`config.mk`:
```
export PLATFORM = sky130hd
export DESIGN_NAME = sigmoid_pwl_pipe
export DESIGN_NICKNAME = d
export VERILOG_FILES = /design/src/rtl/sigmoid_pwl_pkg.sv /design/src/rtl/sigmoid_pwl_pipe_segment_eval.sv /design/src/rtl/sigmoid_pwl_pipe.sv
export SDC_FILE = /design/constraint.sdc
export NUM_CORES = 1
export LEC_CHECK = 0
export BUFFER_PORTS_ARGS = -buffer_cell sky130_fd_sc_hd__buf_2
export CORE_MARGIN = 4
export CORE_UTILIZATION = 52
export CTS_CLUSTER_SIZE = 20
export DETAILED_ROUTE_END_ITERATION = 7
export PLACE_DENSITY = 0.79
export SLEW_MARGIN = 30
export SYNTH_ARGS = -nofsm -noshare
export SYNTH_HDL_FRONTEND = slang
export SYNTH_SLANG_ARGS = --single-unit
```
`constraint.sdc`:
```
create_clock -name clk -period 2.7 [get_ports clk]
set_input_delay 0.135 -clock clk [delete_from_list [all_inputs] [get_ports clk]]
set_output_delay 0.135 -clock clk [all_outputs]
set_load 0.1 [all_outputs]
```
`src/rtl/sigmoid_pwl_pkg.sv`:
```
// Shared constants and types for the piecewise-linear sigmoid datapath.
package sigmoid_pwl_pkg;

  // Which linear piece of the approximation a magnitude falls into
  typedef enum logic [1:0] {
    SEG_LOW  = 2'd0,  // a < 1.0
    SEG_MID  = 2'd1,  // 1.0 <= a < 2.375
    SEG_HIGH = 2'd2,  // 2.375 <= a < 5.0
    SEG_SAT  = 2'd3   // a >= 5.0
  } seg_e;

  // 1.0 in Q.FRAC
  function automatic int unsigned pwl_one(input int unsigned frac);
    return 32'd1 << frac;
  endfunction

  // 0.5 in Q.FRAC
  function automatic int unsigned pwl_half(input int unsigned frac);
    return 32'd1 << (frac - 32'd1);
  endfunction

  // 0.625 offset of the middle segment
  function automatic int unsigned pwl_ofs1(input int unsigned frac);
    return 32'd5 << (frac - 32'd3);
  endfunction

  // 0.84375 offset of the upper segment
  function automatic int unsigned pwl_ofs2(input int unsigned frac);
    return 32'd27 << (frac - 32'd5);
  endfunction

  // Breakpoint 1.0
  function automatic int unsigned pwl_bp1(input int unsigned frac);
    return 32'd1 << frac;
  endfunction

  // Breakpoint 2.375
  function automatic int unsigned pwl_bp2(input int unsigned frac);
    return 32'd19 << (frac - 32'd3);
  endfunction

  // Breakpoint 5.0
  function automatic int unsigned pwl_bp3(input int unsigned frac);
    return 32'd5 << frac;
  endfunction

endpackage

```
`src/rtl/sigmoid_pwl_pipe_segment_eval.sv`:
```
// Combinational PLAN evaluation of f(a) for a non-negative magnitude a.
module pwl_segment_eval
  import sigmoid_pwl_pkg::*;
#(
  parameter int unsigned BITS = 16,
  parameter int unsigned FRAC = 8
) (
  input  logic [BITS-1:0] a,
  output logic [BITS-1:0] y_c
);

  localparam logic [BITS-1:0] ONE_V  = BITS'(pwl_one(FRAC));
  localparam logic [BITS-1:0] HALF_V = BITS'(pwl_half(FRAC));
  localparam logic [BITS-1:0] OFS1_V = BITS'(pwl_ofs1(FRAC));
  localparam logic [BITS-1:0] OFS2_V = BITS'(pwl_ofs2(FRAC));
  localparam logic [BITS-1:0] BP1_V  = BITS'(pwl_bp1(FRAC));
  localparam logic [BITS-1:0] BP2_V  = BITS'(pwl_bp2(FRAC));
  localparam logic [BITS-1:0] BP3_V  = BITS'(pwl_bp3(FRAC));

  seg_e seg_c;

  // Classify the magnitude; a breakpoint value belongs to the upper piece
  always_comb begin
    seg_c = SEG_LOW;
    if (a >= BP3_V)      seg_c = SEG_SAT;
    else if (a >= BP2_V) seg_c = SEG_HIGH;
    else if (a >= BP1_V) seg_c = SEG_MID;
  end

  // Evaluate the selected piece; the result never exceeds 1.0
  always_comb begin
    y_c = ONE_V;
    case (seg_c)
      SEG_LOW:  y_c = (a >> 2) + HALF_V;
      SEG_MID:  y_c = (a >> 3) + OFS1_V;
      SEG_HIGH: y_c = (a >> 5) + OFS2_V;
      SEG_SAT:  y_c = ONE_V;
      default:  y_c = ONE_V;
    endcase
  end

endmodule

```
`src/rtl/sigmoid_pwl_pipe.sv`:
```
// Three-stage streaming sigmoid: |x| capture, PWL evaluation, sign mirror.
module sigmoid_pwl_pipe
  import sigmoid_pwl_pkg::*;
#(
  parameter int unsigned BITS = 16,
  parameter int unsigned FRAC = 8
) (
  input  logic            clk,
  input  logic            rst,
  input  logic            in_valid,
  output logic            in_ready,
  input  logic [BITS-1:0] in_data,
  output logic            out_valid,
  input  logic            out_ready,
  output logic [BITS-1:0] out_data,
  output logic            busy
);

  localparam logic [BITS-1:0] ONE_V   = BITS'(pwl_one(FRAC));
  localparam logic [BITS-1:0] MIN_NEG = {1'b1, {(BITS-1){1'b0}}};
  localparam logic [BITS-1:0] MAX_POS = {1'b0, {(BITS-1){1'b1}}};

  logic            advance_c;
  logic [BITS-1:0] abs_c;
  logic [BITS-1:0] y_c;

  logic            v1, v2, v3;
  logic            sign1, sign2;
  logic [BITS-1:0] a1;
  logic [BITS-1:0] y2;

  // Whole pipe moves only when the output slot is empty or being drained
  assign advance_c = !v3 || out_ready;
  assign in_ready  = advance_c;
  assign out_valid = v3;
  assign busy      = v1 | v2 | v3;

  // Magnitude with the most-negative code clamped to the largest positive
  always_comb begin
    abs_c = in_data;
    if (in_data[BITS-1]) begin
      if (in_data == MIN_NEG) abs_c = MAX_POS;
      else                    abs_c = ~in_data + BITS'(1);
    end
  end

  pwl_segment_eval #(
    .BITS (BITS),
    .FRAC (FRAC)
  ) u_eval (
    .a   (a1),
    .y_c (y_c)
  );

  // Lock-step pipeline registers; everything holds while stalled
  always_ff @(posedge clk or posedge rst) begin
    if (rst) begin
      v1       <= 1'b0;
      v2       <= 1'b0;
      v3       <= 1'b0;
      sign1    <= 1'b0;
      sign2    <= 1'b0;
      a1       <= '0;
      y2       <= '0;
      out_data <= '0;
    end else if (advance_c) begin
      v1       <= in_valid;
      sign1    <= in_data[BITS-1];
      a1       <= abs_c;
      v2       <= v1;
      sign2    <= sign1;
      y2       <= y_c;
      v3       <= v2;
      out_data <= sign2 ? (ONE_V - y2) : y2;
    end
  end

endmodule

```
==> results_dict.tcl <==
set metrics [dict create \
    hpwlAfterDp_mm 4.49 \
    place_congestion 0.895 \
    viasPerCell 5.61 \
    setup_tns_ns 0 \
    p_per_area_nw_per_um2 991 \
    finalNonFillerCells 438 \
    end_kind "flop" \
    synth_top_area_share 0.429 \
    pin_count 39 \
    core_sq_um 5570 \
    cpMaxStageDelayCell "or3b_2" \
    synth-seq-cells 52 \
    required_ns 2.89 \
    grt_pass1_vias 2423 \
    yosys.area_share.simple 0.213 \
    reg2reg_to "y2[5]" \
    io_buffers 38 \
    synth_most_common_cell "dfrtp_1" \
    grt_max_degree 61 \
    min_path_cells 3 \
    die_w_microns 84.4 \
    arrival_ns 2.56 \
    post_dp_cell_area_sq_um 3270 \
    grt_overflow 0 \
    worstPathBufferInverterCount 1 \
    post_drt_wl_per_cell_microns 14.0 \
    drtPass1Iterations 4 \
    vias 2456 \
    status "complete, no violations" \
    cts.sinks 52 \
    synth_edf_count 0 \
    holdWs_ns 0.0144 \
    path_cells "inv_1, ha_1, or3b_2, nor3_1, o21ai_0, a221oi_1, nor3_1" \
    cts_made_buffers 5 \
    drv_cap 0 \
    cts-resized-gates 0 \
    p_leak_nw 1.51 \
    ff2ff_path_depth 7 \
    final-setup-viol-count 0 \
    synth_commonest_cells "52 x dfrtp_1, 43 x nand2_1, 28 x nor2_1" \
    ys_async_sr_fraction 1.00 \
    p_total_mw 3.34 \
    routed_wl_mm 6.15 \
    drc 0 \
    rsz0062_at_grt "false" \
    grt_pass1_wl_mm 10.6 \
    hold_path_end "v1" \
    ys.flop_type "dfrtp_1" \
    dieArea_sq_um 7120 \
    htreeDepth 2 \
    area_growth_pct 11.1 \
    cts_buffer_depth 2 \
    cp_top_family "simple AND/OR/NAND/NOR gates" \
    r2r_start "a1[9]" \
    synth_cells 336 \
    synth_compound_area_frac 0.192 \
    multi_input_area_sq_um 1620 \
    synthXorXnorAreaFrac 0.0664 \
    startpoint "a1[9]" \
    cts-root-buf "clkbuf_8" \
    synth_cell_types 57 \
    syn_area_sq_um 3030 \
    drt_iter0_markers 186 \
    peakVddDrop_mv 0.693 \
    synthTopCellsByArea "dfrtp_1 43%, nand2_1 5.3%, o21ai_0 4.3%" \
    diodes 0 \
    rows 27 \
    placed_cells 429 \
    detail-route-antenna-nets 0 \
    worst-slew-pin-transition_ns 0.619 \
    hold_path.class "input pin to flop" \
    cts_tree "done" \
    critPathMaxStageDelay_ns 0.47 \
    yosys.area_share.adder 0.0371 \
    grt_usage 0.180 \
    yosys.area.top_type "dfrtp_1" \
    synth.avg_cell_area_sq_um 9.03 \
    hold_path.startpoint "in_valid" \
    ys_warn_count 0 \
    slew_viol_final 0 \
    drive_gt1_frac 0.172 \
    nFillCells 492 \
    synthMuxAreaShare 0.0231 \
    cp_max_fo 5 \
    critPathMostFrequentCell "nor3_1" \
    clk_pin_slew_worst_paths_ns 0.09 \
    final_hold_viol_count 0 \
    post-route-period-util 0.878 \
    slew_headroom 0.588 \
    post_cts_buffers 0 \
    synth_seq_area_share 0.429 \
    die_h_microns 84.4 \
    antenna_found_initial 0 \
    synth_top_family_by_area "simple AND/OR/NAND/NOR gates" \
    worstSetupPathType "flop to flop" \
    worstSetupStartpointType "flop" \
    finalInstanceArea_sq_um 3370 \
    regToRegSetupSlack_ns 0.33 \
    max_clock_freq_mhz 422 \
    clk_latency_ns 0.32 \
    finalWorstPathRequiredPeriod_ns 2.37 \
    initial_core_util 0.544 \
    nets 394 \
    skew_ns 0.0118 \
    syn_nets 365 \
    regArea_sq_um 1300 \
]
==> cell families after synthesis <==
kind of cell             after synthesis
adder cells (fa/ha/maj)                9
XOR/XNOR                              23
buffers and inverters                 30
AO/OA/AOI/OAI                         89
flip-flops                            52
AND/OR/NAND/NOR                      126
multiplexers                           7
==> worst min-delay path, stage by stage <==
cell and delay (ns):
buf_2 0.07, nand2_1 0.04, nand2_1 0.05
==> layer usage <==
| metal | part of all wire | global-route usage | vias up |
|---|---|---|---|
| li1 | - | - | 1266 |
| met1 | 0.46 | 0.229 | 1118 |
| met2 | 0.48 | 0.311 | 66 |
| met3 | 0.050 | 0.0334 | 6 |
| met4 | 0.012 | 0.0532 | 0 |
| met5 | 0 | 0 | - |
==> through the flow <==
stage           util  setup slack [ns]
6_report       0.604             0.331
5_1_grt        0.604             0.303
4_1_cts        0.604             0.406
3_5_place_dp   0.586             0.425
3_3_place_gp   0.585             0.543
2_1_floorplan      -             0.251
==> cell usage in the layout, fill, tap and decap left out, types with 3 or more instances in the layout <==
cell	instances
a21oi_1	15
xor2_1	14
xnor2_1	9
inv_1	9
o41ai_1	4
ha_1	9
nor3_1	11
nand2_1	43
clkbuf_8	5
nor2_1	28
buf_4	3
nand3_1	3
and2_1	5
o21ai_0	26
o31a_1	3
nand4_1	4
nand2b_1	4
a31oi_1	13
dfrtp_1	52
o31ai_1	5
mux2i_1	7
nor4_1	4
or3_1	3
buf_2	38
o311ai_1	4
==> worst max-delay path by stage <==
stage               slack, ns  endpoint  depth (start not counted)
finish                   0.33     y2[5]                          7
global route             0.30     y2[3]                          7
CTS                      0.41     y2[3]                          7
detailed placement       0.43     y2[3]                          7
global placement         0.54     y2[3]                          7
floorplan                0.25     a1[2]                          6
==> final cells by class <==
type / count / share of cell area
repair buffers: 42 / 0.0661
inverters: 10 / 0.0119
multi-input cells: 254 / 0.481
clock buffers: 5 / 0.0204
flip-flops and latches: 52 / 0.386
clock inverters: 3 / 0.00743
well taps: 72 / 0.0267
==> state kept, by name, indices dropped and copies added, names as in the netlist <==
register / cells
a1: 16
out_data: 16
out_valid: 1
sign1: 1
sign2: 1
v1: 1
v2: 1
y2: 15
==> timing repair <==
action	in CTS	in global routing
hold endpoints to repair	52	0
hold buffers	1	0
setup endpoints to repair	0	0
==> where the power goes <==
part           switching (mW)  internal, mW
logic                    1.30         0.404
registers               0.197         0.978
clock network           0.273         0.189
total                    1.77          1.57
Note: power is estimated with default switching activity, not from simulation.
